### src/rtl/pipelined_cla_alu_if.sv
// Request/response bundle for pipelined_cla_alu: valid/ready request side plus registered result side.
interface pipelined_cla_alu_if #(
    parameter int DATA_WIDTH = 64
);
    logic                  in_valid;
    logic                  in_ready;
    logic [2:0]            op_i;
    logic [DATA_WIDTH-1:0] op1_i;
    logic [DATA_WIDTH-1:0] op2_i;
    logic                  cin_i;
    logic                  out_valid;
    logic                  out_ready;
    logic [DATA_WIDTH-1:0] res_o;
    logic                  cout_o;
    logic                  ovf_o;
    logic                  zero_o;
    logic                  a_gt_b;
    logic                  a_lt_b;
    logic                  a_eq_b;

    modport master (
        output in_valid, op_i, op1_i, op2_i, cin_i, out_ready,
        input  in_ready, out_valid, res_o, cout_o, ovf_o, zero_o, a_gt_b, a_lt_b, a_eq_b
    );

    modport slave (
        input  in_valid, op_i, op1_i, op2_i, cin_i, out_ready,
        output in_ready, out_valid, res_o, cout_o, ovf_o, zero_o, a_gt_b, a_lt_b, a_eq_b
    );
endinterface

### src/rtl/pipelined_cla_alu.sv
// Two-stage pipelined CLA ALU: lower-half sum in S1, upper-half sum, flags and result mux in S2.
// Define ALU_SATURATE_EN to clamp overflowing ADD/SUB results instead of wrapping.
module pipelined_cla_alu #(
    parameter int DATA_WIDTH  = 64,
    parameter int GROUP_WIDTH = 4
) (
    input logic                clk,
    input logic                reset,
    pipelined_cla_alu_if.slave bus
);
    localparam int HALF    = DATA_WIDTH / 2;
    localparam int NGROUPS = HALF / GROUP_WIDTH;

    typedef enum logic [2:0] {
        OP_ADD    = 3'b000,
        OP_SUB    = 3'b001,
        OP_AND    = 3'b010,
        OP_OR     = 3'b011,
        OP_XOR    = 3'b100,
        OP_SLT    = 3'b101,
        OP_PASS_A = 3'b110,
        OP_PASS_B = 3'b111
    } op_t;

    // Half-width adder: lookahead inside each group, group carries chained between groups.
    function automatic logic [HALF:0] cla_half(input logic [HALF-1:0] a,
                                               input logic [HALF-1:0] b,
                                               input logic            c_in);
        logic [HALF-1:0] g;
        logic [HALF-1:0] p;
        logic [HALF-1:0] sum;
        logic            grp_c;
        logic            gg;
        logic            pp;
        int              idx;
        g     = a & b;
        p     = a ^ b;
        sum   = '0;
        grp_c = c_in;
        for (int grp = 0; grp < NGROUPS; grp++) begin
            gg = 1'b0;
            pp = 1'b1;
            for (int k = 0; k < GROUP_WIDTH; k++) begin
                idx      = grp * GROUP_WIDTH + k;
                sum[idx] = p[idx] ^ (gg | (pp & grp_c));
                gg       = g[idx] | (p[idx] & gg);
                pp       = pp & p[idx];
            end
            grp_c = gg | (pp & grp_c);
        end
        return {grp_c, sum};
    endfunction

    logic adv;

    op_t                   in_op;
    logic                  in_sub;
    logic [DATA_WIDTH-1:0] b_eff;
    logic                  cin_eff;
    logic [HALF:0]         lo_add;
    logic [DATA_WIDTH-1:0] logic_res;

    logic                  s1_valid;
    op_t                   s1_op;
    logic [HALF-1:0]       s1_sum_lo;
    logic                  s1_c_half;
    logic [HALF-1:0]       s1_b_hi;
    logic [DATA_WIDTH-1:0] s1_a;
    logic [DATA_WIDTH-1:0] s1_b;
    logic [DATA_WIDTH-1:0] s1_logic;

    logic [HALF:0]         hi_add;
    logic [DATA_WIDTH-1:0] sum;
    logic                  arith;
    logic                  ovf;
    logic                  lt;
    logic                  eq;
    logic [DATA_WIDTH-1:0] res;

    assign adv          = !bus.out_valid || bus.out_ready;
    assign bus.in_ready = adv;

    always_comb begin
        in_op   = op_t'(bus.op_i);
        in_sub  = (in_op == OP_SUB);
        b_eff   = in_sub ? ~bus.op2_i : bus.op2_i;
        cin_eff = in_sub | ((in_op == OP_ADD) & bus.cin_i);
        lo_add  = cla_half(bus.op1_i[HALF-1:0], b_eff[HALF-1:0], cin_eff);
        case (in_op)
            OP_AND:    logic_res = bus.op1_i & bus.op2_i;
            OP_OR:     logic_res = bus.op1_i | bus.op2_i;
            OP_XOR:    logic_res = bus.op1_i ^ bus.op2_i;
            OP_PASS_A: logic_res = bus.op1_i;
            OP_PASS_B: logic_res = bus.op2_i;
            default:   logic_res = '0;
        endcase
    end

    always_ff @(posedge clk or posedge reset) begin
        if (reset) begin
            s1_valid  <= 1'b0;
            s1_op     <= OP_ADD;
            s1_sum_lo <= '0;
            s1_c_half <= 1'b0;
            s1_b_hi   <= '0;
            s1_a      <= '0;
            s1_b      <= '0;
            s1_logic  <= '0;
        end else if (adv) begin
            s1_valid <= bus.in_valid;
            if (bus.in_valid) begin
                s1_op     <= in_op;
                s1_sum_lo <= lo_add[HALF-1:0];
                s1_c_half <= lo_add[HALF];
                s1_b_hi   <= b_eff[DATA_WIDTH-1:HALF];
                s1_a      <= bus.op1_i;
                s1_b      <= bus.op2_i;
                s1_logic  <= logic_res;
            end
        end
    end

    // s1_b_hi already holds ~B for SUB, so its MSB is the sign of B' in the overflow rule.
    always_comb begin
        hi_add = cla_half(s1_a[DATA_WIDTH-1:HALF], s1_b_hi, s1_c_half);
        sum    = {hi_add[HALF-1:0], s1_sum_lo};
        arith  = (s1_op == OP_ADD) || (s1_op == OP_SUB);
        ovf    = arith && (s1_a[DATA_WIDTH-1] == s1_b_hi[HALF-1])
                       && (sum[DATA_WIDTH-1] != s1_a[DATA_WIDTH-1]);
        lt     = $signed(s1_a) < $signed(s1_b);
        eq     = (s1_a == s1_b);
        case (s1_op)
            OP_ADD, OP_SUB: res = sum;
            OP_SLT:         res = {{(DATA_WIDTH-1){1'b0}}, lt};
            default:        res = s1_logic;
        endcase
`ifdef ALU_SATURATE_EN
        if (ovf) begin
            res = s1_a[DATA_WIDTH-1] ? {1'b1, {(DATA_WIDTH-1){1'b0}}}
                                     : {1'b0, {(DATA_WIDTH-1){1'b1}}};
        end
`endif
    end

    always_ff @(posedge clk or posedge reset) begin
        if (reset) begin
            bus.out_valid <= 1'b0;
            bus.res_o     <= '0;
            bus.cout_o    <= 1'b0;
            bus.ovf_o     <= 1'b0;
            bus.zero_o    <= 1'b0;
            bus.a_gt_b    <= 1'b0;
            bus.a_lt_b    <= 1'b0;
            bus.a_eq_b    <= 1'b0;
        end else if (adv) begin
            bus.out_valid <= s1_valid;
            if (s1_valid) begin
                bus.res_o  <= res;
                bus.cout_o <= arith & hi_add[HALF];
                bus.ovf_o  <= ovf;
                bus.zero_o <= (res == '0);
                bus.a_gt_b <= !lt && !eq;
                bus.a_lt_b <= lt;
                bus.a_eq_b <= eq;
            end
        end
    end
endmodule
### src/flat_wrapper.sv
// flat-port wrapper written by rule: the top's interface ports become plain ports
module pipelined_cla_alu_flat 
#(
    parameter int DATA_WIDTH  = 64,
    parameter int GROUP_WIDTH = 4
)
  (clk, reset, bus_in_valid, bus_op_i, bus_op1_i, bus_op2_i, bus_cin_i, bus_out_ready, bus_in_ready, bus_out_valid, bus_res_o, bus_cout_o, bus_ovf_o, bus_zero_o, bus_a_gt_b, bus_a_lt_b, bus_a_eq_b);
  pipelined_cla_alu_if #(.DATA_WIDTH(DATA_WIDTH)) bus_i ();
  input logic clk;
  input logic reset;
  input wire logic [$bits(bus_i.in_valid)-1:0] bus_in_valid;
  input wire logic [$bits(bus_i.op_i)-1:0] bus_op_i;
  input wire logic [$bits(bus_i.op1_i)-1:0] bus_op1_i;
  input wire logic [$bits(bus_i.op2_i)-1:0] bus_op2_i;
  input wire logic [$bits(bus_i.cin_i)-1:0] bus_cin_i;
  input wire logic [$bits(bus_i.out_ready)-1:0] bus_out_ready;
  output wire logic [$bits(bus_i.in_ready)-1:0] bus_in_ready;
  output wire logic [$bits(bus_i.out_valid)-1:0] bus_out_valid;
  output wire logic [$bits(bus_i.res_o)-1:0] bus_res_o;
  output wire logic [$bits(bus_i.cout_o)-1:0] bus_cout_o;
  output wire logic [$bits(bus_i.ovf_o)-1:0] bus_ovf_o;
  output wire logic [$bits(bus_i.zero_o)-1:0] bus_zero_o;
  output wire logic [$bits(bus_i.a_gt_b)-1:0] bus_a_gt_b;
  output wire logic [$bits(bus_i.a_lt_b)-1:0] bus_a_lt_b;
  output wire logic [$bits(bus_i.a_eq_b)-1:0] bus_a_eq_b;
  assign bus_i.in_valid = bus_in_valid;
  assign bus_i.op_i = bus_op_i;
  assign bus_i.op1_i = bus_op1_i;
  assign bus_i.op2_i = bus_op2_i;
  assign bus_i.cin_i = bus_cin_i;
  assign bus_i.out_ready = bus_out_ready;
  assign bus_in_ready = bus_i.in_ready;
  assign bus_out_valid = bus_i.out_valid;
  assign bus_res_o = bus_i.res_o;
  assign bus_cout_o = bus_i.cout_o;
  assign bus_ovf_o = bus_i.ovf_o;
  assign bus_zero_o = bus_i.zero_o;
  assign bus_a_gt_b = bus_i.a_gt_b;
  assign bus_a_lt_b = bus_i.a_lt_b;
  assign bus_a_eq_b = bus_i.a_eq_b;
  pipelined_cla_alu #(.DATA_WIDTH(DATA_WIDTH), .GROUP_WIDTH(GROUP_WIDTH)) u_core (.clk(clk), .reset(reset), .bus(bus_i));
endmodule
### config.mk
export PLATFORM = sky130hd
export DESIGN_NAME = pipelined_cla_alu_flat
export DESIGN_NICKNAME = d
export VERILOG_FILES = /design/src/rtl/pipelined_cla_alu_if.sv /design/src/rtl/pipelined_cla_alu.sv /design/src/flat_wrapper.sv
export SDC_FILE = /design/constraint.sdc
export NUM_CORES = 1
export LEC_CHECK = 0
export ABC_AREA = 1
export BUFFER_PORTS_ARGS = -buffer_cell sky130_fd_sc_hd__clkbuf_2
export CORE_AREA = 2 2 331 268
export CTS_CLUSTER_DIAMETER = 30
export DETAILED_ROUTE_END_ITERATION = 16
export DIE_AREA = 0 0 333 270
export SYNTH_ARGS = -nofsm -noshare
export SYNTH_HDL_FRONTEND = slang
export SYNTH_SLANG_ARGS = --single-unit
### constraint.sdc
create_clock -name clk -period 17.71 [get_ports clk]
set_input_delay 3.542 -clock clk [delete_from_list [all_inputs] [get_ports clk]]
set_output_delay 3.542 -clock clk [all_outputs]
set_load 0.02 [all_outputs]
==> results.py, run 1 <==
metrics = {
    "floorplanning": {
        "core_area_um2": 86700,
        "initial_core_util_pct": 24.8,
        "die_w_um": 333,
        "die_area_um2": 89900,
        "placement_rows": 97,
        "die_h_um": 270,
        "io-pin-count": 208,
    },
    "power": {
        "finalPower_mw": 3.54,
        "cellPowerDensity_nw_per_um2": 133,
        "leakage_nw": 13.3,
        "peakVddDrop_v": 0.0000644,
    },
    "critical_path": {
        "end_kind": "primary output",
        "cp_common_cell": "clkbuf_2",
        "worstSetupStartpoint": "bus_out_ready",
        "max_stage_delay_ps": 210,
        "path_max_fanout": 4,
        "crit_type": "in -> out",
        "cp_data_required_time_ps": 14170,
        "critical_path.startpoint_type": "input pin",
        "crit_slowest_cell": "nor2_1",
        "path_cells": "clkbuf_2, nor2_1, inv_1, clkbuf_2",
        "rr_startpoint": "u_core.s1_a[37]$_DFFE_PP0P_",
        "arrival_ps": 4170,
    },
    "sta": {
        "worstMarginPinSlew_ps": 1110,
        "fin_crit_sh_pct": 43.5,
        "rsz0062_at_grt": "false",
        "hold_viol": 0,
        "clock_skew_ps": 25.1,
        "max_slew_margin_pct": 25.6,
        "fmax_mhz": 130,
        "setup_tns_ps": 0,
        "postLayoutSetupSlackWorst_ps": 10000,
        "setup_viol": 0,
        "min_period_ps": 7710,
        "final_max_slew_viol_count": 0,
        "holdWs_ps": 473,
    },
    "routing": {
        "wl_per_cell_um": 17.2,
        "post-route-drc-count": 0,
        "antenna_left": 0,
        "dr.pass1.iters": 7,
        "via_per_inst": 4.68,
        "via_count": 18778,
        "routed_wirelength_mm": 69.2,
        "dr.first_iter.drc_count": 1376,
    },
    "cells_and_area": {
        "final_util_pct": 30.7,
        "drive_gt1_share_pct": 14.5,
        "area_growth_pct": 23.5,
        "stdcell_area_um2": 26600,
        "nFillCells": 9186,
        "nets": 3218,
        "stdcell_count": 4015,
    },
    "global_routing": {
        "grt_usage_pct": 15.3,
        "grt_antenna_before_repair": 6,
        "grt_overflow_total": 0,
        "grt_max_degree": 220,
        "grt_pass1_wl_mm": 108,
        "grt_pass1_vias": 18620,
    },
    "cts": {
        "clock_sinks": 332,
        "cts_hold_buf": 0,
        "cts_buffers": 82,
        "htree_levels": 3,
        "clockRootBuffer": "clkbuf_16",
        "cts_tree": "built",
        "post_cts_buffers": 0,
        "cts_buffer_depth": 3,
        "clk_latency_ps": 620,
        "path_clk_slew_ps": 40,
        "cts_resized": 0,
    },
    "placement": {
        "dp_cells": 3864,
        "pre_cts_ws_ps": 9940,
        "dpl_cell_area_um2": 23700,
        "routabilityCongestion": 0.835,
        "post-dp-hpwl_mm": 49.2,
        "portBuffers": 207,
    },
    "yosys": {
        "synth_seq_area_share_pct": 38.6,
        "synth_seq_cells": 332,
        "synth.top_cells.by_count": "nand2_1 (577), inv_1 (354), dfrtp_1 (332)",
        "syn_area_um2": 21500,
        "synthTopCellsByArea": "dfrtp_1 (39%), ha_1 (15%), nand2_1 (10%), o21ai_0 (7.3%), inv_1 (6.2%)",
        "syn_area_per_cell_um2": 8.18,
        "synth.distinct_cells": 46,
        "synth_warnings": 0,
        "synthCells": 2628,
        "synthFlopType": "dfrtp_1",
        "synth.most_common_cell": "nand2_1",
        "yosys.area.top_type": "dfrtp_1",
        "ys_async_sr_fraction_pct": 100,
        "synth_fp_nets": 3036,
        "synth_edf_count": 0,
        "yosysTopAreaCellShare_pct": 38.6,
    },
    "min_path": {
        "hold_path_startpoint": "u_core.s1_sum_lo[28]$_DFFE_PP0P_",
        "hp-class": "reg -> reg",
    },
    "outcome": {
        "outcome": "complete, no violations",
    },
    "run": {
        "cap_violations": 0,
    },
}
## critical path, delay by kind of cell
kind | cells | cell delay (ps)
buffers and inverters | 3 | 410
AND/OR/NAND/NOR | 1 | 210
## where the power goes
| group | switching, mW | internal (mW) | total, mW |
|---|---|---|---|
| Sequential | 0.123 | 0.929 | 1.05 |
| Clock | 0.509 | 1.06 | 1.57 |
| Combinational | 0.610 | 0.308 | 0.918 |
| Total | 1.24 | 2.29 | 3.54 |
## kinds of logic after synthesis
family / after synthesis / synth area share [%]
flops: 332 / 38.6
simple gates: 811 / 15.4
compound gates: 645 / 17.6
fa+ha+maj: 272 / 16.4
xor+xnor: 84 / 3.42
buf+inv: 484 / 8.59
## flip-flops by register name, indices dropped and copies added, names as in the netlist
signal	count
u_core.s1_b	64
u_core.bus.cout_o	1
u_core.s1_op	3
u_core.s1_sum_lo	32
u_core.bus.res_o	64
u_core.bus.a_eq_b	1
u_core.bus.zero_o	1
u_core.s1_logic	64
u_core.s1_a	64
u_core.s1_b_hi	32
u_core.bus.a_lt_b	1
u_core.bus.a_gt_b	1
u_core.s1_valid	1
u_core.bus.out_valid	1
u_core.bus.ovf_o	1
u_core.s1_c_half	1
## path summary, 6_finish.rpt
kind                                                    end  slack (ps)  cells after the start
max in group asynchronous    u_core.s1_b_hi[24]$_DFFE_PP0P_       12530                      4
setup reg to reg              u_core.bus.zero_o$_DFFE_PP0P_       12970                     32
hold reg to reg            u_core.s1_sum_lo[28]$_DFFE_PP0P_         470                      2
min in group asynchronous        u_core.s1_a[6]$_DFFE_PP0P_        3110                      2
hold / removal             u_core.s1_sum_lo[28]$_DFFE_PP0P_         470                      2
setup / recovery                               bus_in_ready       10000                      4
## layer usage
layer / GRT usage (%) / vias up / part of all wire [%]
met5: 0 / - / 0.056
met4: 4.55 / 6 / 2.3
met3: 5.16 / 129 / 9.6
met2: 22.7 / 658 / 42
met1: 21.0 / 8836 / 46
li1: - / 9149 / -
## cell type report
class / count / area, µm² / share of cell area, %
multi-input combinational: 1812 / 11400 / 43.0
clock inverter: 49 / 618 / 2.33
timing repair buffer: 225 / 1180 / 4.46
antenna: 1 / 2.50 / 0.00942
clock buffer: 101 / 2270 / 8.53
inverter: 357 / 1350 / 5.07
tap: 1138 / 1420 / 5.36
sequential: 332 / 8310 / 31.3
## cell usage in the layout (no fill, tap or decap), types with 11 or more instances in the layout
master     count
nand2_1      576
inv_1        353
dfrtp_1      332
o21ai_0      312
ha_1         256
clkbuf_2     207
o22ai_1      128
nor2_1       120
clkbuf_16     84
xor2_1        73
a21oi_1       73
a311oi_1      64
nand3_1       49
a31oi_1       23
a22oi_1       19
nand2_2       18
buf_4         17
fa_1          16
nand2_4       13
clkinv_4      13
xnor2_1       11
Note: power is estimated with default switching activity, not from simulation.
==> run 2: changes to the inputs <==
- ABC_AREA: 1 -> 0
- CORE_AREA: 2 2 331 268 -> 2 2 335 271
- DIE_AREA: 0 0 333 270 -> 0 0 337 273
- clock period: 17.71 -> 8.1 ns (I/O delays scaled with it)
==> results.py, run 2 <==
metrics = {
    "outcome": {
        "outcome": "complete, no violations",
    },
    "power": {
        "cellPowerDensity_nw_per_um2": 292,
        "peakVddDrop_v": 0.000159,
        "leakage_nw": 12.9,
    },
    "sta": {
        "clock_skew_ps": 32.4,
        "fin_crit_sh_pct": 60.1,
        "worstMarginPinSlew_ps": 1170,
        "final_max_slew_viol_count": 0,
        "max_slew_margin_pct": 22.1,
        "hold_viol": 0,
        "setup_viol": 0,
        "setup_tns_ps": 0,
        "fmax_mhz": 205,
        "holdWs_ps": 467,
        "min_period_ps": 4870,
        "rsz0062_at_grt": "false",
        "postLayoutSetupSlackWorst_ps": 3230,
    },
    "cells_and_area": {
        "layout_common_cells": "nand2_1 (408), o21ai_0 (354), dfrtp_1 (332)",
        "nets": 3140,
        "area_growth_pct": 24.0,
        "final_common_cell": "nand2_1",
        "stdcell_area_um2": 27300,
        "nFillCells": 9329,
        "drive_gt1_share_pct": 15.0,
    },
    "cts": {
        "clock_sinks": 332,
        "path_clk_slew_ps": 40,
        "clk_latency_ps": 630,
        "cts_resized": 0,
        "cts_buffer_depth": 3,
        "clockRootBuffer": "clkbuf_16",
        "cts_buffers": 87,
        "htree_levels": 3,
        "cts_tree": "built",
        "cts_hold_buf": 0,
        "post_cts_buffers": 0,
    },
    "critical_path": {
        "reg2regPathDepth": 17,
        "path_max_fanout": 6,
        "path_cells": "ha_1, a21oi_1, nor2_1, a2111oi_2, o21ai_0, o2111a_1, or3_1, fa_1, nor4b_1, nand4_1, o31ai_1, nand4_1, nor3_1, nand4bb_1, a21oi_1, nand4_1, o31ai_2",
        "crit_type": "reg -> reg",
        "crit_slowest_cell": "a2111oi_2",
        "arrival_ps": 5380,
        "cp_data_required_time_ps": 8610,
        "worst_r2r_endpoint": "u_core.bus.zero_o$_DFFE_PP0P_",
        "cp_common_cell": "nand4_1",
        "max_stage_delay_ps": 510,
        "rr_startpoint": "u_core.s1_a[43]$_DFFE_PP0P_",
        "critical_path.startpoint_type": "flop",
        "end_kind": "flop",
        "rrSetupSlack_ps": 3230,
    },
    "floorplanning": {
        "io-pin-count": 208,
        "die_h_um": 273,
        "initial_core_util_pct": 24.8,
        "die_area_um2": 92000,
        "core_area_um2": 88700,
        "placement_rows": 98,
        "die_w_um": 337,
    },
    "yosys": {
        "synth.distinct_cells": 73,
        "ys_async_sr_fraction_pct": 100,
        "synth_warnings": 0,
        "synthTopCellsByArea": "dfrtp_1 (38%), ha_1 (15%), o21ai_0 (8.0%), nand2_1 (7.0%), inv_1 (3.7%)",
        "yosysTopAreaCellShare_pct": 37.7,
        "yosys.area.top_type": "dfrtp_1",
        "synth_seq_area_share_pct": 37.7,
        "syn_area_per_cell_um2": 8.59,
        "synth_edf_count": 0,
        "syn_area_um2": 22000,
        "synth.most_common_cell": "nand2_1",
        "synth.top_cells.by_count": "nand2_1 (410), o21ai_0 (354), dfrtp_1 (332)",
        "synthCells": 2562,
        "synth_seq_cells": 332,
        "synthFlopType": "dfrtp_1",
        "synth_fp_nets": 2970,
    },
    "placement": {
        "portBuffers": 207,
        "post-dp-hpwl_mm": 55.5,
        "routabilityCongestion": 0.850,
        "dpl_cell_area_um2": 24300,
        "pre_cts_ws_ps": 2610,
    },
    "min_path": {
        "hp-class": "reg -> reg",
        "hold_path_startpoint": "u_core.bus.a_eq_b$_DFFE_PP0P_",
        "worstHoldEndpoint": "u_core.bus.a_eq_b$_DFFE_PP0P_",
        "hold_depth": 2,
    },
    "routing": {
        "antenna_left": 0,
        "post-route-drc-count": 0,
        "routed_wirelength_mm": 76.4,
        "via_count": 19206,
        "via_per_inst": 4.79,
        "dr.pass1.iters": 5,
        "wl_per_cell_um": 19.1,
        "dr.first_iter.drc_count": 1603,
    },
    "global_routing": {
        "grt_max_degree": 246,
        "grt_pass1_wl_mm": 117,
        "grt_pass1_vias": 18608,
        "grt_overflow_total": 0,
        "grt_usage_pct": 16.6,
        "grt_antenna_before_repair": 24,
    },
    "run": {
        "cap_violations": 0,
    },
}
==> run 2: cell types whose count changed in the layout (fill, tap and decap cells not counted), moves of 64 or more <==
cell / previous run / this run
inv_1: 353 / 214
nor2_1: 120 / 184
nand2_1: 576 / 408
xnor2_1: 11 / 80
a311oi_1: 64 / 0
o22ai_1: 128 / 2
==> run 2: cell type report <==
class                      instances  area (µm²)  area share, %
timing repair buffer             231        1250           4.56
antenna                            8        20.0         0.0733
multi-input combinational       1865       12400           45.4
inverter                         215         811           2.97
sequential                       332        8310           30.4
clock buffer                      98        2280           8.34
clock inverter                    60         748           2.74
tap                             1200        1500           5.50
==> run 2: cells by family (layout without fill, tap and decap cells) <==
family	count (synthesis)	in the layout	share of synthesized area, %
AO/OA/AOI/OAI	751	751	21.4
AND/OR/NAND/NOR	735	735	14.3
buffers and inverters	365	604	6.25
flip-flops	332	332	37.7
adder cells (fa/ha/maj)	272	272	16.0
XOR/XNOR	101	101	4.02
multiplexers	6	6	0.341
other	0	8	0
==> run 2: worst max-delay path by stage <==
stage / end / startpoint / cells after the start
floorplan: u_core.bus.a_eq_b$_DFFE_PP0P_ / reset / 1
finish: u_core.bus.zero_o$_DFFE_PP0P_ / u_core.s1_a[43]$_DFFE_PP0P_ / 17
global placement: u_core.s1_sum_lo[21]$_DFFE_PP0P_ / bus_op_i[2] / 15
CTS: u_core.s1_sum_lo[21]$_DFFE_PP0P_ / bus_op_i[2] / 14
detailed placement: u_core.s1_sum_lo[21]$_DFFE_PP0P_ / bus_op_i[2] / 14
global route: u_core.bus.zero_o$_DFFE_PP0P_ / u_core.s1_a[43]$_DFFE_PP0P_ / 17
==> run 2: critical path: cells and delay by family (launching register included) <==
kind | cells | cell delay [ps]
AO/OA/AOI/OAI | 7 | 2030
adder cells (fa/ha/maj) | 2 | 870
flip-flops | 1 | 420
AND/OR/NAND/NOR | 8 | 1470
==> run 2: where the power goes <==
group	switching [mW]	leakage (nW)	internal, mW
Sequential	0.247	4.14	2.02
Clock	1.15	1.45	2.41
Combinational	1.39	7.34	0.748
Total	2.79	12.9	5.18
==> run 2: metal layers <==
metal | GRT usage, % | share of wire, %
met1 | 23.3 | 47
met5 | 0 | 0.19
met4 | 3.85 | 1.9
met2 | 24.4 | 42
met3 | 5.68 | 8.9
==> run 2: through the flow <==
stage	instances	utilization, %	power [mW]
floorplan	2562	-	3.60
global placement	3842	27.4	4.39
detailed placement	3842	27.4	4.42
CTS	4000	30.8	8.03
global route	4003	30.8	8.43
finish	4009	30.8	7.97
==> run 3: changes to the inputs <==
- clock period: 8.1 -> 4.2 ns (I/O delays scaled with it)
==> results.py, run 3 (synthesis gave the netlist of run 2 again) <==
metrics = {
    "routing": {
        "antenna_left": 0,
        "via_count": 19522,
        "wl_per_cell_um": 18.6,
        "via_per_inst": 4.72,
        "dr.pass1.iters": 5,
        "routed_wirelength_mm": 77.0,
        "post-route-drc-count": 0,
        "dr.first_iter.drc_count": 1368,
    },
    "power": {
        "pwr-share-seq_pct": 27.7,
        "cellPowerDensity_nw_per_um2": 555,
        "finalPower_mw": 15.8,
        "p_int_mw": 10.3,
        "leakage_nw": 13.6,
        "peakVddDrop_v": 0.000287,
        "p_switching_mw": 5.50,
        "clkPwrFrac_pct": 43.7,
        "switching_share_pct": 34.8,
        "combPwrFrac_pct": 28.6,
    },
    "floorplanning": {
        "core_area_um2": 88700,
        "die_w_um": 337,
        "io-pin-count": 208,
        "die_h_um": 273,
        "die_area_um2": 92000,
        "placement_rows": 98,
        "initial_core_util_pct": 24.8,
    },
    "placement": {
        "dpl_cell_area_um2": 25300,
        "post-dp-hpwl_mm": 57.3,
        "portBuffers": 207,
        "routabilityCongestion": 0.858,
    },
    "sta": {
        "final_max_slew_viol_count": 0,
        "clock_skew_ps": 22.5,
        "holdWs_ps": 363,
        "max_slew_margin_pct": 35.5,
        "hold_viol": 0,
        "rsz0062_at_grt": "true",
        "setup_tns_ps": 0,
        "min_period_ps": 4160,
        "fin_crit_sh_pct": 99.0,
        "fmax_mhz": 241,
        "worstMarginPinSlew_ps": 967,
        "setup_viol": 0,
    },
    "global_routing": {
        "grt_max_degree": 95,
        "grt_usage_pct": 16.7,
        "grt_pass1_wl_mm": 119,
        "grt_overflow_total": 0,
        "grt_antenna_before_repair": 18,
        "grt_pass1_vias": 19098,
    },
    "cells_and_area": {
        "multiInputGateArea_um2": 12500,
        "final_common_cell": "nand2_1",
        "nets": 3264,
        "seqCellArea_um2": 8310,
        "nFillCells": 9248,
        "layout_common_cells": "nand2_1 (408), o21ai_0 (352), dfrtp_1 (332)",
        "drive_gt1_share_pct": 19.1,
        "stdcell_area_um2": 28500,
        "area_growth_pct": 29.3,
    },
    "cts": {
        "clockRootBuffer": "clkbuf_16",
        "cts_hold_buf": 0,
        "path_clk_slew_ps": 50,
        "cts_tree": "built",
        "cts_buffers": 85,
        "clk_latency_ps": 630,
        "cts_buffer_depth": 3,
        "clock_sinks": 332,
        "htree_levels": 3,
    },
    "critical_path": {
        "end_kind": "flop",
        "crit_type": "reg -> reg",
        "path_max_fanout": 2,
        "critical_path.startpoint_type": "flop",
        "arrival_ps": 4700,
        "cp_data_required_time_ps": 4740,
    },
    "outcome": {
        "outcome": "complete, no violations",
    },
    "run": {
        "cap_violations": 0,
    },
    "min_path": {
        "hp-class": "in -> async",
    },
}
[run 3: cell count changes in the layout (fill, tap and decap cells not counted), moves of 4 or more]
cell / before / now
buf_4: 23 / 140
buf_12: 2 / 12
clkinv_2: 14 / 21
clkinv_4: 10 / 5
diode_2: 8 / 3
inv_6: 6 / 2
[run 3: final timing paths]
kind                                                from                       endpoint  slack (ps)  depth (start not counted)
max in group asynchronous                          reset    u_core.s1_a[28]$_DFFE_PP0P_        2890                          3
hold / removal                                     reset    u_core.s1_b[60]$_DFFE_PP0P_         360                          2
min in group clk           u_core.bus.a_eq_b$_DFFE_PP0P_  u_core.bus.a_eq_b$_DFFE_PP0P_         470                          2
setup / recovery           u_core.s1_b_hi[9]$_DFFE_PP0P_  u_core.bus.zero_o$_DFFE_PP0P_          40                         17
hold reg to reg            u_core.bus.a_eq_b$_DFFE_PP0P_  u_core.bus.a_eq_b$_DFFE_PP0P_         470                          2
setup reg to reg           u_core.s1_b_hi[9]$_DFFE_PP0P_  u_core.bus.zero_o$_DFFE_PP0P_          40                         17
[run 3: worst max-delay path, stage by stage (launching register included)]
cell	delay (ps)
dfrtp_1	380
ha_1	310
a211o_1	270
a211o_1	280
nor3_4	200
nor3_4	90
o2111a_1	250
or3_4	340
fa_1	480
nor4b_2	250
nand4_1	150
o31ai_2	260
nand4_1	140
nor3_2	110
nand4bb_1	130
a21oi_1	140
nand4_1	110
o31ai_2	200
[run 3: per-stage QoR]
stage          instances  util (%)  worst slack (ps)
6_report            4132      32.1              43.9
5_1_grt             4130      32.1              -221
3_5_place_dp        3964      28.5              -317
3_3_place_gp        3964      28.5              -259
4_1_cts             4127      32.0              24.2
2_1_floorplan       2562         -             -1070
[run 3: layout make-up]
cell class / instances / area share, %
Antenna cell: 3 / 0.0264
Clock buffer: 97 / 7.84
Clock inverter: 63 / 2.89
Inverter: 215 / 2.85
Multi-Input combinational cell: 1865 / 43.8
Sequential cell: 332 / 29.2
Tap cell: 1200 / 5.27
Timing Repair Buffer: 357 / 8.14
[run 3: per-layer routing]
layer	up-vias	share of wire [%]	GRT usage (%)
li1	9486	-	-
met1	9383	48	24.0
met2	507	42	24.4
met3	118	8.0	5.09
met4	28	1.7	3.74
met5	-	0.23	0
[run 3: power by group through the flow]
stage	clock (mW)	combinational, mW	sequential (mW)
2_1_floorplan	0	2.36	4.59
5_1_grt	7.19	5.02	4.45
4_1_cts	7.01	4.49	4.37
6_report	6.91	4.51	4.37
3_5_place_dp	0	4.43	4.41
3_3_place_gp	0	4.39	4.38
[run 3: repair_timing]
action                                  4_1_cts  5_1_grt
gates resized for setup                       6        7
pin swaps                                    14       11
endpoints found under the setup margin        1        2
cloned                                        0        0
buffers inserted                              3        2
